--- src/rtl/fir_decimator_out.sv ---
// Decimating output stage: boxcar-sums 2**LOG2_N filter samples, rounds, scales
// and saturates to OUT_W bits, then buffers results in a small valid/ready FIFO.
module fir_decimator_out #(
  parameter int IN_W      = 16,
  parameter int OUT_W     = 8,
  parameter int LOG2_N    = 2,
  parameter int OUT_SHIFT = 2,
  parameter int DEPTH     = 4
) (
  input  logic                     clk,
  input  logic                     reset_n,
  input  logic                     in_valid,
  input  logic [IN_W-1:0]          in_data,
  output logic                     out_valid,
  input  logic                     out_ready,
  output logic [OUT_W-1:0]         out_data,
  output logic [$clog2(DEPTH):0]   fifo_level,
  output logic                     overflow,
  output logic                     saturated,
  input  logic                     clr_flags
);

  localparam int N     = 1 << LOG2_N;
  localparam int ACC_W = IN_W + LOG2_N;
  localparam int W     = ACC_W + 1;
  localparam int S     = LOG2_N + OUT_SHIFT;
  localparam int PH_W  = (LOG2_N > 0) ? LOG2_N : 1;
  localparam int AW    = $clog2(DEPTH);
  localparam int LW    = AW + 1;
  localparam int RS    = (S > 0) ? S - 1 : 0;

  localparam logic [PH_W-1:0]     LAST_PH = PH_W'(N - 1);
  localparam logic signed [W-1:0] RND_C   = (S > 0) ? ({{(W-1){1'b0}}, 1'b1} << RS) : {W{1'b0}};
  localparam logic signed [W-1:0] MAX_W   = W'((1 << (OUT_W - 1)) - 1);
  localparam logic signed [W-1:0] MIN_W   = ~MAX_W;

  // Round half toward +inf, shift, clip; returns {clipped, value}. The add is
  // one bit wider than the accumulator so it can never wrap.
  function automatic logic [OUT_W:0] scale_sat(input logic signed [ACC_W-1:0] sum);
    logic signed [W-1:0] wide;
    logic signed [W-1:0] r;
    wide = W'(sum) + RND_C;
    r    = wide >>> S;
    if (r > MAX_W) begin
      scale_sat = {1'b1, MAX_W[OUT_W-1:0]};
    end else if (r < MIN_W) begin
      scale_sat = {1'b1, MIN_W[OUT_W-1:0]};
    end else begin
      scale_sat = {1'b0, r[OUT_W-1:0]};
    end
  endfunction

  logic [PH_W-1:0]         phase_r;
  logic signed [ACC_W-1:0] acc_r;
  logic signed [ACC_W-1:0] in_ext_s;
  logic signed [ACC_W-1:0] base_s;
  logic signed [ACC_W-1:0] sum_s;
  logic                    stage_valid_r;
  logic signed [ACC_W-1:0] stage_sum_r;
  logic                    sat_s;
  logic [OUT_W-1:0]        res_s;
  logic [OUT_W-1:0]        mem_r [DEPTH];
  logic [AW-1:0]           wr_ptr_r;
  logic [AW-1:0]           rd_ptr_r;
  logic [LW-1:0]           level_r;
  logic [LW-1:0]           level_nxt_s;
  logic                    out_valid_r;
  logic                    pop_s;
  logic                    full_s;
  logic                    wr_en_s;
  logic                    drop_s;
  logic                    overflow_r;
  logic                    saturated_r;

  // Running block sum; phase 0 starts a fresh block.
  always_comb begin
    in_ext_s = ACC_W'($signed(in_data));
    if (phase_r == {PH_W{1'b0}}) begin
      base_s = {ACC_W{1'b0}};
    end else begin
      base_s = acc_r;
    end
    sum_s = base_s + in_ext_s;
  end

  // Phase counter and accumulator.
  always_ff @(posedge clk or negedge reset_n) begin
    if (!reset_n) begin
      phase_r <= {PH_W{1'b0}};
      acc_r   <= {ACC_W{1'b0}};
    end else if (in_valid) begin
      acc_r <= sum_s;
      if (phase_r == LAST_PH) begin
        phase_r <= {PH_W{1'b0}};
      end else begin
        phase_r <= phase_r + PH_W'(1);
      end
    end
  end

  // Scale stage: captures the completed block sum for one cycle.
  always_ff @(posedge clk or negedge reset_n) begin
    if (!reset_n) begin
      stage_valid_r <= 1'b0;
      stage_sum_r   <= {ACC_W{1'b0}};
    end else begin
      stage_valid_r <= in_valid && (phase_r == LAST_PH);
      if (in_valid && (phase_r == LAST_PH)) begin
        stage_sum_r <= sum_s;
      end
    end
  end

  // FIFO control: a pop in the same cycle frees room for a push into a full FIFO.
  always_comb begin
    {sat_s, res_s} = scale_sat(stage_sum_r);
    pop_s   = out_valid_r && out_ready;
    full_s  = (level_r == LW'(DEPTH));
    wr_en_s = stage_valid_r && (!full_s || pop_s);
    drop_s  = stage_valid_r && full_s && !pop_s;
    case ({wr_en_s, pop_s})
      2'b10:   level_nxt_s = level_r + LW'(1);
      2'b01:   level_nxt_s = level_r - LW'(1);
      default: level_nxt_s = level_r;
    endcase
  end

  // FIFO storage, pointers and occupancy.
  always_ff @(posedge clk or negedge reset_n) begin
    if (!reset_n) begin
      for (int i = 0; i < DEPTH; i++) begin
        mem_r[i] <= {OUT_W{1'b0}};
      end
      wr_ptr_r    <= {AW{1'b0}};
      rd_ptr_r    <= {AW{1'b0}};
      level_r     <= {LW{1'b0}};
      out_valid_r <= 1'b0;
    end else begin
      if (wr_en_s) begin
        mem_r[wr_ptr_r] <= res_s;
        wr_ptr_r        <= wr_ptr_r + AW'(1);
      end
      if (pop_s) begin
        rd_ptr_r <= rd_ptr_r + AW'(1);
      end
      level_r     <= level_nxt_s;
      out_valid_r <= (level_nxt_s != {LW{1'b0}});
    end
  end

  // Sticky flags; a new event wins over a simultaneous clear.
  always_ff @(posedge clk or negedge reset_n) begin
    if (!reset_n) begin
      overflow_r  <= 1'b0;
      saturated_r <= 1'b0;
    end else begin
      overflow_r  <= drop_s || (overflow_r && !clr_flags);
      saturated_r <= (stage_valid_r && sat_s) || (saturated_r && !clr_flags);
    end
  end

  assign out_valid  = out_valid_r;
  assign out_data   = out_valid_r ? mem_r[rd_ptr_r] : {OUT_W{1'b0}};
  assign fifo_level = level_r;
  assign overflow   = overflow_r;
  assign saturated  = saturated_r;

endmodule

--- config.mk ---
export PLATFORM = sky130hd
export DESIGN_NAME = fir_decimator_out
export DESIGN_NICKNAME = d
export VERILOG_FILES = /design/src/rtl/fir_decimator_out.sv
export SDC_FILE = /design/constraint.sdc
export NUM_CORES = 1
export LEC_CHECK = 0
export CAP_MARGIN = 20
export CORE_MARGIN = 2
export CORE_UTILIZATION = 59
export CTS_BUF_LIST = sky130_fd_sc_hd__clkbuf_16
export CTS_CLUSTER_DIAMETER = 200
export DETAILED_ROUTE_END_ITERATION = 16
export GPL_ROUTABILITY_DRIVEN = 0
export GPL_TIMING_DRIVEN = 1
export HOLD_SLACK_MARGIN = 0.02
export PLACE_DENSITY_LB_ADDON = 0.25
export SLEW_MARGIN = 20
export SYNTH_ARGS = -nofsm -noshare
export SYNTH_HDL_FRONTEND = slang
export SYNTH_SLANG_ARGS = --single-unit
--- constraint.sdc ---
create_clock -name clk -period 4.09 [get_ports clk]
set_clock_uncertainty 0.2 [all_clocks]
set_input_delay 0.818 -clock clk [delete_from_list [all_inputs] [get_ports clk]]
set_output_delay 0.818 -clock clk [all_outputs]
set_load 0.02 [all_outputs]
# Word level (Yosys, flattened, before mapping)
# Cells that the tools add are included.
# classes
n_reduce_logical	17
n_eq_ne	4
n_bitwise	2
add_sub_neg	7
order_cmp	5
muxes	12
# ops
operator	n
$bwmux W32	1
$mux W8	4
$add A18 B5 Y19 const B	1
$add A18 B16 Y18	1
$mux W18	1
$mux W9	2
$bmux W8 S2	1
$demux W8 S2	1
$gt A15 B8 Y1 const B	1
$lt A15 B8 Y1 const B	1
$logic_and A1 B1 Y1	9
$add A2 B1 Y2 const B	3
$ge A3 B3 Y1 const B	2
$not A2 Y3	2
$pmux W3 S2	1
$eq A2 B2 Y1 const B	2
$add A3 B1 Y3 const B	1
$eq A3 B3 Y1 const B	1
$logic_not A1 Y1	3
$logic_or A1 B1 Y1	3
$lt A3 B1 Y1 const B	1
$reduce_bool A3 Y1	1
$sub A3 B1 Y3 const B	1
$eq A2 B1 Y1 const B	1
2 further kinds	2
# word_totals
register_bits	81
input_bits	21
out_inout_bits	14

# Longest topological paths before layout
# Gate-level depths: netlist of run 1.
# depth
depth_word	7
ltp_mapped	13
depth_no_buf	11

# Worst setup path after synthesis of run 1
# Ideal clock, no wire load.
# synth_timing
kind	register -> register
start	register phase_r[0]
end	register stage_sum_r[16]
slack_ps	820
setup_ps	126
required_ps	3764
arrival_time_ps	2944
stages_incl_launch_ff	14
synth_period_minus_slack_ps	3270
path_cell_list	dfrtp_1 -> inv_1 -> ha_1 -> clkbuf_1 -> clkbuf_1 -> nor2b_1 -> ha_1 -> fa_1 -> a21o_1 -> a21oi_1 -> o21ai_1 -> a22oi_1 -> or4_1 -> nand3_1
# synth_between
elab_chain_cells	3
# synth_lines
element	line_no	rtl
start, declared	53	logic [PH_W-1:0] phase_r;
start signal, assigned	89	phase_r <= {PH_W{1'b0}};
start signal, assigned	94	phase_r <= {PH_W{1'b0}};
start signal, assigned	96	phase_r <= phase_r + PH_W'(1);
$logic_not A2 Y1	78	if (phase_r == {PH_W{1'b0}}) begin
$mux W18	78	
$add A18 B16 Y18	83	sum_s = base_s + in_ext_s;
end signal, assigned	105	stage_sum_r <= {ACC_W{1'b0}};
end signal, assigned	109	stage_sum_r <= sum_s;
end, declared	59	logic signed [ACC_W-1:0] stage_sum_r;
# Several ways; a longest one is shown, not always the timed one.
# A chain may end at the register's enable or synchronous reset.

# Worst setup path in the final report of run 1
# layout_timing
start	register rd_ptr_r[0]
end	output out_data[2]
# layout_between
elab_chain_cells	5
# layout_lines
element	line_no	rtl
start, declared	64	logic [AW-1:0] rd_ptr_r;
start signal, assigned	135	rd_ptr_r <= {AW{1'b0}};
start signal, assigned	144	rd_ptr_r <= rd_ptr_r + AW'(1);
$not A2 Y3 (not written as such)	163	assign out_data = out_valid_r ? mem_r[rd_ptr_r] : {OUT_W{1'b0}};
$bmux W8 S2	163	
$mux W8 (not written as such) (2 in a row)	163	
$mux W8	163	
end, declared	16	output logic [OUT_W-1:0] out_data,
# No other way between the ends. The select of a mux whose other input is x is not followed.

==> results of run 1 <==
==> power by group <==
group	total [µW]	switching [µW]	internal [µW]
sequential	1470	337	1140
combinational	2450	1320	1140
clock	738	327	411
total	4670	1980	2690
==> logic make-up (layout without fill, tap and decap cells) <==
logic type	after synthesis	after routing	share of synthesized area
mux	26	26	0.0788
xor+xnor	22	22	0.0399
simple gates	188	188	0.194
fa+ha+maj	27	27	0.0731
compound gates	121	121	0.172
flops	78	78	0.404
buf+inv	46	73	0.0386
==> synthesized netlist by cell type (2+ instances only) <==
library cell,n
dfrtp_1,78
nand2_1,61
nor2_1,38
a31oi_1,27
ha_1,25
a21oi_1,21
clkbuf_1,18
inv_1,18
nor2b_1,18
mux2_2,16
xnor2_1,16
and2_1,15
nand3_1,14
o21ai_0,14
nand4_1,11
mux4_2,8
and3_1,7
nor3_1,7
o21a_1,7
a21o_1,6
xor2_1,6
a211oi_1,5
o21ai_1,5
and4_1,4
buf_1,4
a211o_1,3
buf_4,3
nor4_1,3
o21bai_1,3
o311ai_0,3
o31ai_1,3
or3_1,3
buf_2,2
fa_1,2
mux2i_1,2
nand4b_1,2
o2111ai_1,2
o211ai_1,2
o22ai_1,2
o2bb2ai_1,2
==> through the flow <==
stage	hold slack (ps)	area, µm²	utilization
after global placement	257	5210	0.664
after global routing	307	5490	0.699
after floorplan	241	4830	-
final	287	5490	0.699
after detailed placement	271	5210	0.664
after CTS	285	5480	0.699
==> cell type report <==
type / instances / area (µm²)
Clock inverter: 7 / 48.8
Sequential cell: 78 / 1950
Tap cell: 102 / 128
Clock buffer: 9 / 225
Inverter: 19 / 71.3
Timing Repair Buffer: 38 / 372
Fill cell: 589 / 2360
Multi-Input combinational cell: 384 / 2690
==> critical path: stages, from the launching register on <==
cell and delay [ps]:
dfrtp_1 710, mux4_2 580, and2_1 160, clkdlybuf4s50_1 520
==> sequential cells by signal, summed over array words and instances, names as in the netlist <==
name           cells
mem_r             32
stage_valid_r      1
overflow           1
out_valid          1
saturated          1
wr_ptr_r           2
fifo_level         3
phase_r            2
acc_r             18
stage_sum_r       15
rd_ptr_r           2
==> worst max-delay path by stage <==
stage                                 start                     endpoint  slack [ps]  cells past startpoint
global placement                 in_data[0]  stage_sum_r[16]$_DFFE_PN0P_         580                      9
detailed placement               in_data[0]        acc_r[16]$_DFFE_PN0P_         480                      8
floorplan            phase_r[0]$_DFFE_PN0P_  stage_sum_r[16]$_DFFE_PN0P_         820                     13
global route         phase_r[0]$_DFFE_PN0P_  stage_sum_r[14]$_DFFE_PN0P_         510                     10
CTS                 rd_ptr_r[0]$_DFFE_PN0P_                  out_data[7]         730                      3
finish              rd_ptr_r[0]$_DFFE_PN0P_                  out_data[2]         760                      3
==> metal layers <==
metal,wire (µm),vias to the layer above,GRT usage
met2,5460,95,0.461
li1,-,1899,-
met1,4610,1893,0.322
met4,181,0,0.0918
met5,0,-,0
met3,435,20,0.0303
==> impl_results.md, run 1 <==
- Status: complete, no violations
- Synth area leaders: dfrtp_1 40%, ha_1 6.5%, nand2_1 4.7%
- Initial DRT Pass Iterations: 5
- Worst-Margin Slew: approximately 1000 ps
- Clk slew on worst S/H paths: approximately 60 ps
- Gate Count Post-Synth: 508
- Iteration-0 DRC Markers: 216
- Post-Syn Nets: 556
- CP max FO: 10
- Worst hold stages: 2
- EDFF count, synth: 0
- Clock Path Buffers: 2
- Vias in the first global route: roughly 3800
- VDD IR max: 510 µV
- Synth Register Bits: 78
- Worst skew pair latency: ~340 ps
- Ys flop type: dfrtp_1
- Initial Utilization: 0.615
- R2r setup slk: 780 ps
- CP Capture Type: primary output
- Die height: 94.5 µm
- Post-CTS Resized: 0
- DP HPWL: between 7000 and 8000 µm
- Max Slew Vio Count: 0
- Number of cells on the worst reg-to-reg path: 11
- Commonest non-fill, non-tap cell in the layout: dfrtp_1
- Die footprint: 8930 µm²
- Total clock sinks: 78
- Final WL: 10700 µm
- CTS Hold Buffers Added: 0
- Async SR Flop Fraction: 1.00
- Setup CP Type: reg2out
- Area fraction of the dominant cell type after synthesis: 0.404
- Final worst slack: 761 ps
- Total power density per cell area: 851 nW/µm²
- FF-to-FF End: acc_r[16]$_DFFE_PN0P_
- CTS tree: yes
- GRT overflow: 0
- Syn Std Cell Area: 4830 µm²
- Vias: around 4000
- Leakage: 0.00232 µW
- Overall Power: 4670 µW
- Nets: 578
- Pre-CTS setup slack: 484 ps
- CTS H-tree lvls: 3
- Distinct cells, synth: 62
- Critical Path AT: 2310 ps
- Total GRT Usage: 0.258
- Commonest cells after routing, fill and taps aside: 78 x dfrtp_1, 61 x nand2_1, 38 x nor2_1
- Initial antenna violation count: 0
- Die width: 94.5 µm
- RSZ-0062 raised after global routing: no
- Worst path required time: 3070 ps
- Slew headroom: 0.316
- Non-Filler Instances: approximately 640
- Final Setup Violations: 0
- Post-route ant nets: 0
- Fmax: approximately 300 MHz
- Hold crit path type: reg2reg
- Hold EP: mem_r[31]$_DFFE_PN0P_
- First-pass GRT wire length: 18100 µm
- Average wire per standard cell: 16.8 µm
- Syn_area_per_cell: 9.51 µm²
- # placed instances: between 600 and 700
- Max_cap viols: 0
- CP Launch Type: flop
- Ports: 35
- CTS Buf Count: 9
- YS warnings: 0
- Leading area contributor after synthesis: dfrtp_1
- P&R area growth vs syn: 13.6%
- Pin count of the biggest net entering global routing: 79
- Register area share after synthesis: 0.404
- Total Neg Setup Slack: 0 ps
- Residual DRC count: 0
- Setup repair bufs after CTS: 0
- Final hold violation count: 0
- RR Startpoint: phase_r[0]$_DFFE_PN0P_
- Minimum clock period: 3330 ps
- Buffers on Ports: 34
- # diodes: 0
- Fin crit share: 0.814
- # rows: 32
- Root buffer cell: clkbuf_16
- Layout cells sized above 1: 0.0935
- Core Region: approximately 7800 µm²
- Hold_sp: mem_r[31]$_DFFE_PN0P_
- Vias per inst: 6.13
No activity file was read; power rests on OpenSTA's default activity.
==> run 2, diff against run 1 <==
Clock period 4.09 ns to 3.4 ns, I/O delays scaled along.
==> run 2 against run 1 <==
Compared with the run above: sequential share of layout area is 0.52 points lower; critical path depth stayed put; routed wire length is 5.3% lower; non-clock buffer count is 7 higher; total power is 23% higher; flip-flop and latch count stayed put; clock-buffer cell count stayed put; combinational power is 22% higher; cell count is 1.1% higher; global-route usage is 1.2 points lower; via count is 0.10% lower; critical path type unchanged.
==> impl_results.md, run 2 (synthesis gave the netlist of run 1 again) <==
- Status: complete, no violations
- CTS H-tree lvls: 3 (unchanged)
- Final Hold Slack: 167 ps (-120 ps)
- Setup CP Type: reg2out
- Vias: 3903 (-0.10%)
- CP Launch Type: flop
- Final WL: 10100 µm (-5.3%)
- Initial DRT Pass Iterations: 6 (+1)
- Die width: 94.5 µm (unchanged)
- Final worst slack: 257 ps (-505 ps)
- # rows: 32 (unchanged)
- Max_cap viols: 0 (unchanged)
- Layout cells sized above 1: 0.107 (+0.0136)
- Commonest cells after routing, fill and taps aside: 78 x dfrtp_1, 61 x nand2_1, 38 x nor2_1
- Final hold violation count: 0 (unchanged)
- Buffers on Ports: 34 (unchanged)
- Fill cell count: 605 (+2.7%)
- Minimum clock period: 3140 ps
- CTS Buf Count: 9 (unchanged)
- Initial Utilization: 0.615 (unchanged)
- Max Slew Vio Count: 0 (unchanged)
- Total GRT Usage: 0.246 (-0.0118)
- CP Capture Type: primary output
- Overall Power: 5720 µW (+23%)
- Hold crit path type: in2async
- First-pass GRT wire length: 17500 µm (-3.5%)
- Fmax: around 320 MHz
- # diodes: 0 (unchanged)
- Total Neg Setup Slack: 0 ps (unchanged)
- DP HPWL: 7280 µm (-1.4%)
- Critical path buffers and inverters: 1 (unchanged)
- Clock Path Buffers: 2 (unchanged)
- CTS Hold Buffers Added: 0 (unchanged)
- Total clock sinks: 78 (unchanged)
- Commonest non-fill, non-tap cell in the layout: dfrtp_1
- Iteration-0 DRC Markers: 233 (+7.9%)
- Cells along the critical path: mux4_2 > and2_1 > clkdlybuf4s50_1
- Slew headroom: 0.534 (+0.218)
- RSZ-0062 raised after global routing: no
- Fin crit share: 0.924
- Die height: 94.5 µm (unchanged)
- P&R area growth vs syn: 15.3%
- Worst-Margin Slew: 699 ps (-328 ps)
- Pin count of the biggest net entering global routing: 79 (unchanged)
- Worst skew pair latency: 330 ps (about the same)
- Post-route ant nets: 0 (unchanged)
- Total power density per cell area: 1030 nW/µm² (+21%)
- Vias per inst: 6.06 (-1.2%)
- Clk slew on worst S/H paths: 60 ps (about the same)
- Root buffer cell: clkbuf_16
- Leakage: 0.00237 µW (+2.1%)
- Ports: 35 (unchanged)
- Largest registers: mem_r (32), acc_r (18), stage_sum_r (15)
- Nets: 585 (+1.2%)
- Final Setup Violations: 0 (unchanged)
- VDD IR max: 551 µV (+8.0%)
- Pre-CTS setup slack: 136 ps (-348 ps)
- Vias in the first global route: 3765 (-1.3%)
- Crit path largest cell delay: 670 ps (-40 ps)
- CTS tree: yes
- Die footprint: 8930 µm² (unchanged)
- Delay-heaviest family, CP: flip-flops
- Initial antenna violation count: 0 (unchanged)
- Final core occ: 0.710 (+0.0104)
- Multi-input logic area: 2690 µm² (about the same)
- Worst path slowest cell: dfrtp_1
- Residual DRC count: 0 (unchanged)
- Setup crit start: rd_ptr_r[0]$_DFFE_PN0P_
- Max FFs per register: 32 (unchanged)
- Post-CTS Resized: 0 (unchanged)
- Core Region: 7850 µm² (unchanged)
- CP max FO: 9 (-1)
- GRT overflow: 0 (unchanged)
- Critical Path AT: 2260 ps (-50 ps)
- Average wire per standard cell: 15.7 µm (-6.3%)
- Register area: 1950 µm² (unchanged)
- Reg with most FFs: mem_r
- Worst path required time: 2520 ps (-550 ps)
- RR Startpoint: phase_r[0]$_DFFE_PN0P_
- Setup repair bufs after CTS: 0 (unchanged)
run 2: where the power goes:
group	switching [µW]	internal (µW)	leakage, µW
clock network	392	571	0.000143
registers	411	1370	0.000943
logic	1560	1420	0.00128
run 2: per-stage QoR:
| step | instances | instance area [µm²] |
|---|---|---|
| after floorplan | 508 | 4830 |
| after global placement | 628 | 5260 |
| after detailed placement | 628 | 5260 |
| after CTS | 644 | 5560 |
| after global routing | 644 | 5570 |
| final | 644 | 5570 |
run 2: worst paths after layout:
| path | to | slack, ps | cells after the start |
|---|---|---|---|
| worst max-delay path | out_data[2] | 260 | 3 |
| worst min register to register | mem_r[31]$_DFFE_PN0P_ | 290 | 2 |
| min in group clk | mem_r[31]$_DFFE_PN0P_ | 290 | 2 |
| worst min-delay path | mem_r[24]$_DFFE_PN0P_ | 170 | 1 |
| worst max register to register | stage_sum_r[17]$_DFFE_PN0P_ | 310 | 10 |
| max in group asynchronous | acc_r[10]$_DFFE_PN0P_ | 2350 | 1 |
run 2: layout make-up:
cell class | count | share of cell area
clock buffers | 9 | 0.0404
repair buffers | 45 | 0.0762
well taps | 102 | 0.0229
flip-flops and latches | 78 | 0.350
clock inverters | 7 | 0.0135
multi-input cells | 384 | 0.484
inverters | 19 | 0.0128
run 2: worst register-to-register path: stages (launching register included):
cell	delay, ps
dfrtp_1	390
inv_1	90
ha_2	340
nor2b_1	130
ha_1	290
a21o_1	190
and4_1	240
o2111ai_1	390
a21oi_1	210
o31a_1	310
o31ai_1	220
run 2: routing by layer:
layer	vias up	part of all wire	wire length, µm	GRT usage
met2	103	0.51	5180	0.439
met4	0	0.016	157	0.0676
met5	-	0	0	0
met3	14	0.037	372	0.0495
met1	1883	0.44	4410	0.303
li1	1903	-	-	-
==> run 3, diff against run 2 <==
Settings changed: CORE_ASPECT_RATIO set to 0.9.
==> run 3 against run 2 <==
Compared with the run above: worst setup slack worse by 86 ps; die area hardly changed; clock-buffer cell count stayed put; first-iteration DRC count is 20% lower; critical path depth stayed put; sequential power hardly changed; core utilization is 1.3 points lower; routed wire length is 3.0% higher; register-to-register slack hardly changed; combinational power hardly changed; via count is 0.95% lower; flip-flop and latch count stayed put.
==> impl_results.md, run 3 (synthesis gave the netlist of run 1 again) <==
- Status: complete, no violations
- CTS tree: yes
- Worst-Margin Slew: 702 ps (+2.99 ps)
- Initial antenna violation count: 0 (unchanged)
- Pre-CTS setup slack: 124 ps (-11.6 ps)
- Final hold violation count: 0 (unchanged)
- Clk slew on worst S/H paths: 60 ps (about the same)
- RR Startpoint: phase_r[0]$_DFFE_PN0P_
- # placed instances: 623 (-0.80%)
- Core Region: 7990 µm² (+1.8%)
- Pin count of the biggest net entering global routing: 79 (unchanged)
- VDD IR max: 551 µV (about the same)
- Minimum clock period: 3230 ps (+86.0 ps)
- Commonest non-fill, non-tap cell in the layout: dfrtp_1
- Total clock sinks: 78 (unchanged)
- Number of cells on the worst reg-to-reg path: 10 (unchanged)
- Vias in the first global route: 3930 (+4.4%)
- Max_cap viols: 0 (unchanged)
- # diodes: 0 (unchanged)
- R2r setup slk: 300 ps (about the same)
- Buffers on Ports: 34 (unchanged)
- Post-route ant nets: 0 (unchanged)
- First-pass GRT wire length: 18700 µm (+7.1%)
- Final Hold Slack: 187 ps (+19.2 ps)
- Reg with most FFs: mem_r
- Cells along the critical path: mux4_2 > and2_1 > clkdlybuf4s50_1
- Residual DRC count: 0 (unchanged)
- Largest registers: mem_r (32), acc_r (18), stage_sum_r (15)
- RSZ-0062 raised after global routing: no
- CP Launch Type: flop
- Final worst slack: 171 ps (-86.0 ps)
- Vias: 3866 (-0.95%)
- Max Slew Vio Count: 0 (unchanged)
- Delay-heaviest family, CP: flip-flops
- Hold crit path type: in2async
- Worst skew pair latency: 330 ps (about the same)
- Final WL: 10400 µm (+3.0%)
- Fmax: 310 MHz (-2.7%)
- Total GRT Usage: 0.256 (+0.0100)
- Iteration-0 DRC Markers: 187 (-20%)
- FF-to-FF End: stage_sum_r[17]$_DFFE_PN0P_
- Vias per inst: 6.06 (about the same)
- Max FFs per register: 32 (unchanged)
- Crit path largest cell delay: 720 ps (+50 ps)
- Final Setup Violations: 0 (unchanged)
- # rows: 31 (-3.1%)
- Fin area: 5560 µm² (-0.11%)
- Placed Area: 5240 µm² (-0.36%)
- CTS Buf Count: 9 (unchanged)
- Total Neg Setup Slack: 0 ps (unchanged)
- Critical path buffers and inverters: 1 (unchanged)
- DP HPWL: 7180 µm (-1.4%)
- GRT overflow: 0 (unchanged)
- Commonest cells after routing, fill and taps aside: 78 x dfrtp_1, 61 x nand2_1, 38 x nor2_1
- Critical Path AT: 2350 ps (+90 ps)
- Die footprint: 8930 µm² (about the same)
- Die width: 99.4 µm (+5.2%)
- Clock Path Buffers: 2 (unchanged)
- P&R area growth vs syn: 15.2%
- Setup CP Type: reg2out
- Total power density per cell area: 1040 nW/µm² (+1.0%)
- CP max FO: 9 (unchanged)
- CTS H-tree lvls: 3 (unchanged)
- Worst path slowest cell: dfrtp_1
- Worst path required time: 2520 ps (about the same)
- CP Capture Type: primary output
- Layout cells sized above 1: 0.104 (-0.00311)
- Average wire per standard cell: 16.3 µm (+3.9%)
- Root buffer cell: clkbuf_16
- Nets: 583 (-0.34%)
- Fin crit share: 0.950 (+0.0253)
- Initial DRT Pass Iterations: 5 (-1)
- Die height: 89.8 µm (-4.9%)
- Non-Filler Instances: 638 (-0.93%)
- Leakage: 0.00237 µW (about the same)
- Slew headroom: 0.532 (-0.00199)
- Ports: 35 (unchanged)
- Initial Utilization: 0.604 (-0.0110)
[run 3: metal layers]
metal / wire length [µm] / vias to the layer above / track usage
li1: - / 1904 / -
met1: 4650 / 1846 / 0.350
met2: 5160 / 101 / 0.414
met3: 479 / 15 / 0.0459
met4: 140 / 0 / 0.0845
met5: 0 / - / 0
[run 3: repair_timing]
action	CTS	global route
setup endpoints to repair	0	1
resized for setup	0	2
hold buffers	0	0
setup buffers	0	0
[run 3: power breakdown]
part,leakage [µW],switching [µW],internal (µW)
Sequential,0.000943,409,1370
Clock,0.000152,377,638
Combinational,0.00128,1570,1410
[run 3: cell type report]
cell class	count	area, µm²
fillers	625	2430
repair buffers	43	409
flip-flops and latches	78	1950
well taps	99	124
multi-input cells	384	2700
clock buffers	9	225
inverters	19	71.3
clock inverters	6	86.3
[run 3: worst max-delay path by stage]
stage | from | endpoint | cells after the start
final | rd_ptr_r[0]$_DFFE_PN0P_ | out_data[3] | 3
after global routing | phase_r[0]$_DFFE_PN0P_ | acc_r[16]$_DFFE_PN0P_ | 11
after CTS | rd_ptr_r[0]$_DFFE_PN0P_ | out_data[3] | 3
after detailed placement | in_data[0] | acc_r[16]$_DFFE_PN0P_ | 10
after global placement | in_data[0] | stage_sum_r[14]$_DFFE_PN0P_ | 10
after floorplan | phase_r[0]$_DFFE_PN0P_ | stage_sum_r[16]$_DFFE_PN0P_ | 13
[run 3: worst register-to-register path, stage by stage, from the launching register on]
cell	delay, ps
dfrtp_1	390
inv_1	80
ha_1	320
buf_4	260
nor2b_1	80
ha_1	380
and4_1	280
o2111ai_1	230
and3_1	280
o31a_1	300
o31ai_1	210
[run 3: stage by stage]
| step | total power, µW | util |
|---|---|---|
| 6_report | 5780 | 0.696 |
| 4_1_cts | 5780 | 0.695 |
| 5_1_grt | 6260 | 0.696 |
| 3_3_place_gp | 4600 | 0.656 |
| 3_5_place_dp | 4720 | 0.656 |
| 2_1_floorplan | 3900 | - |
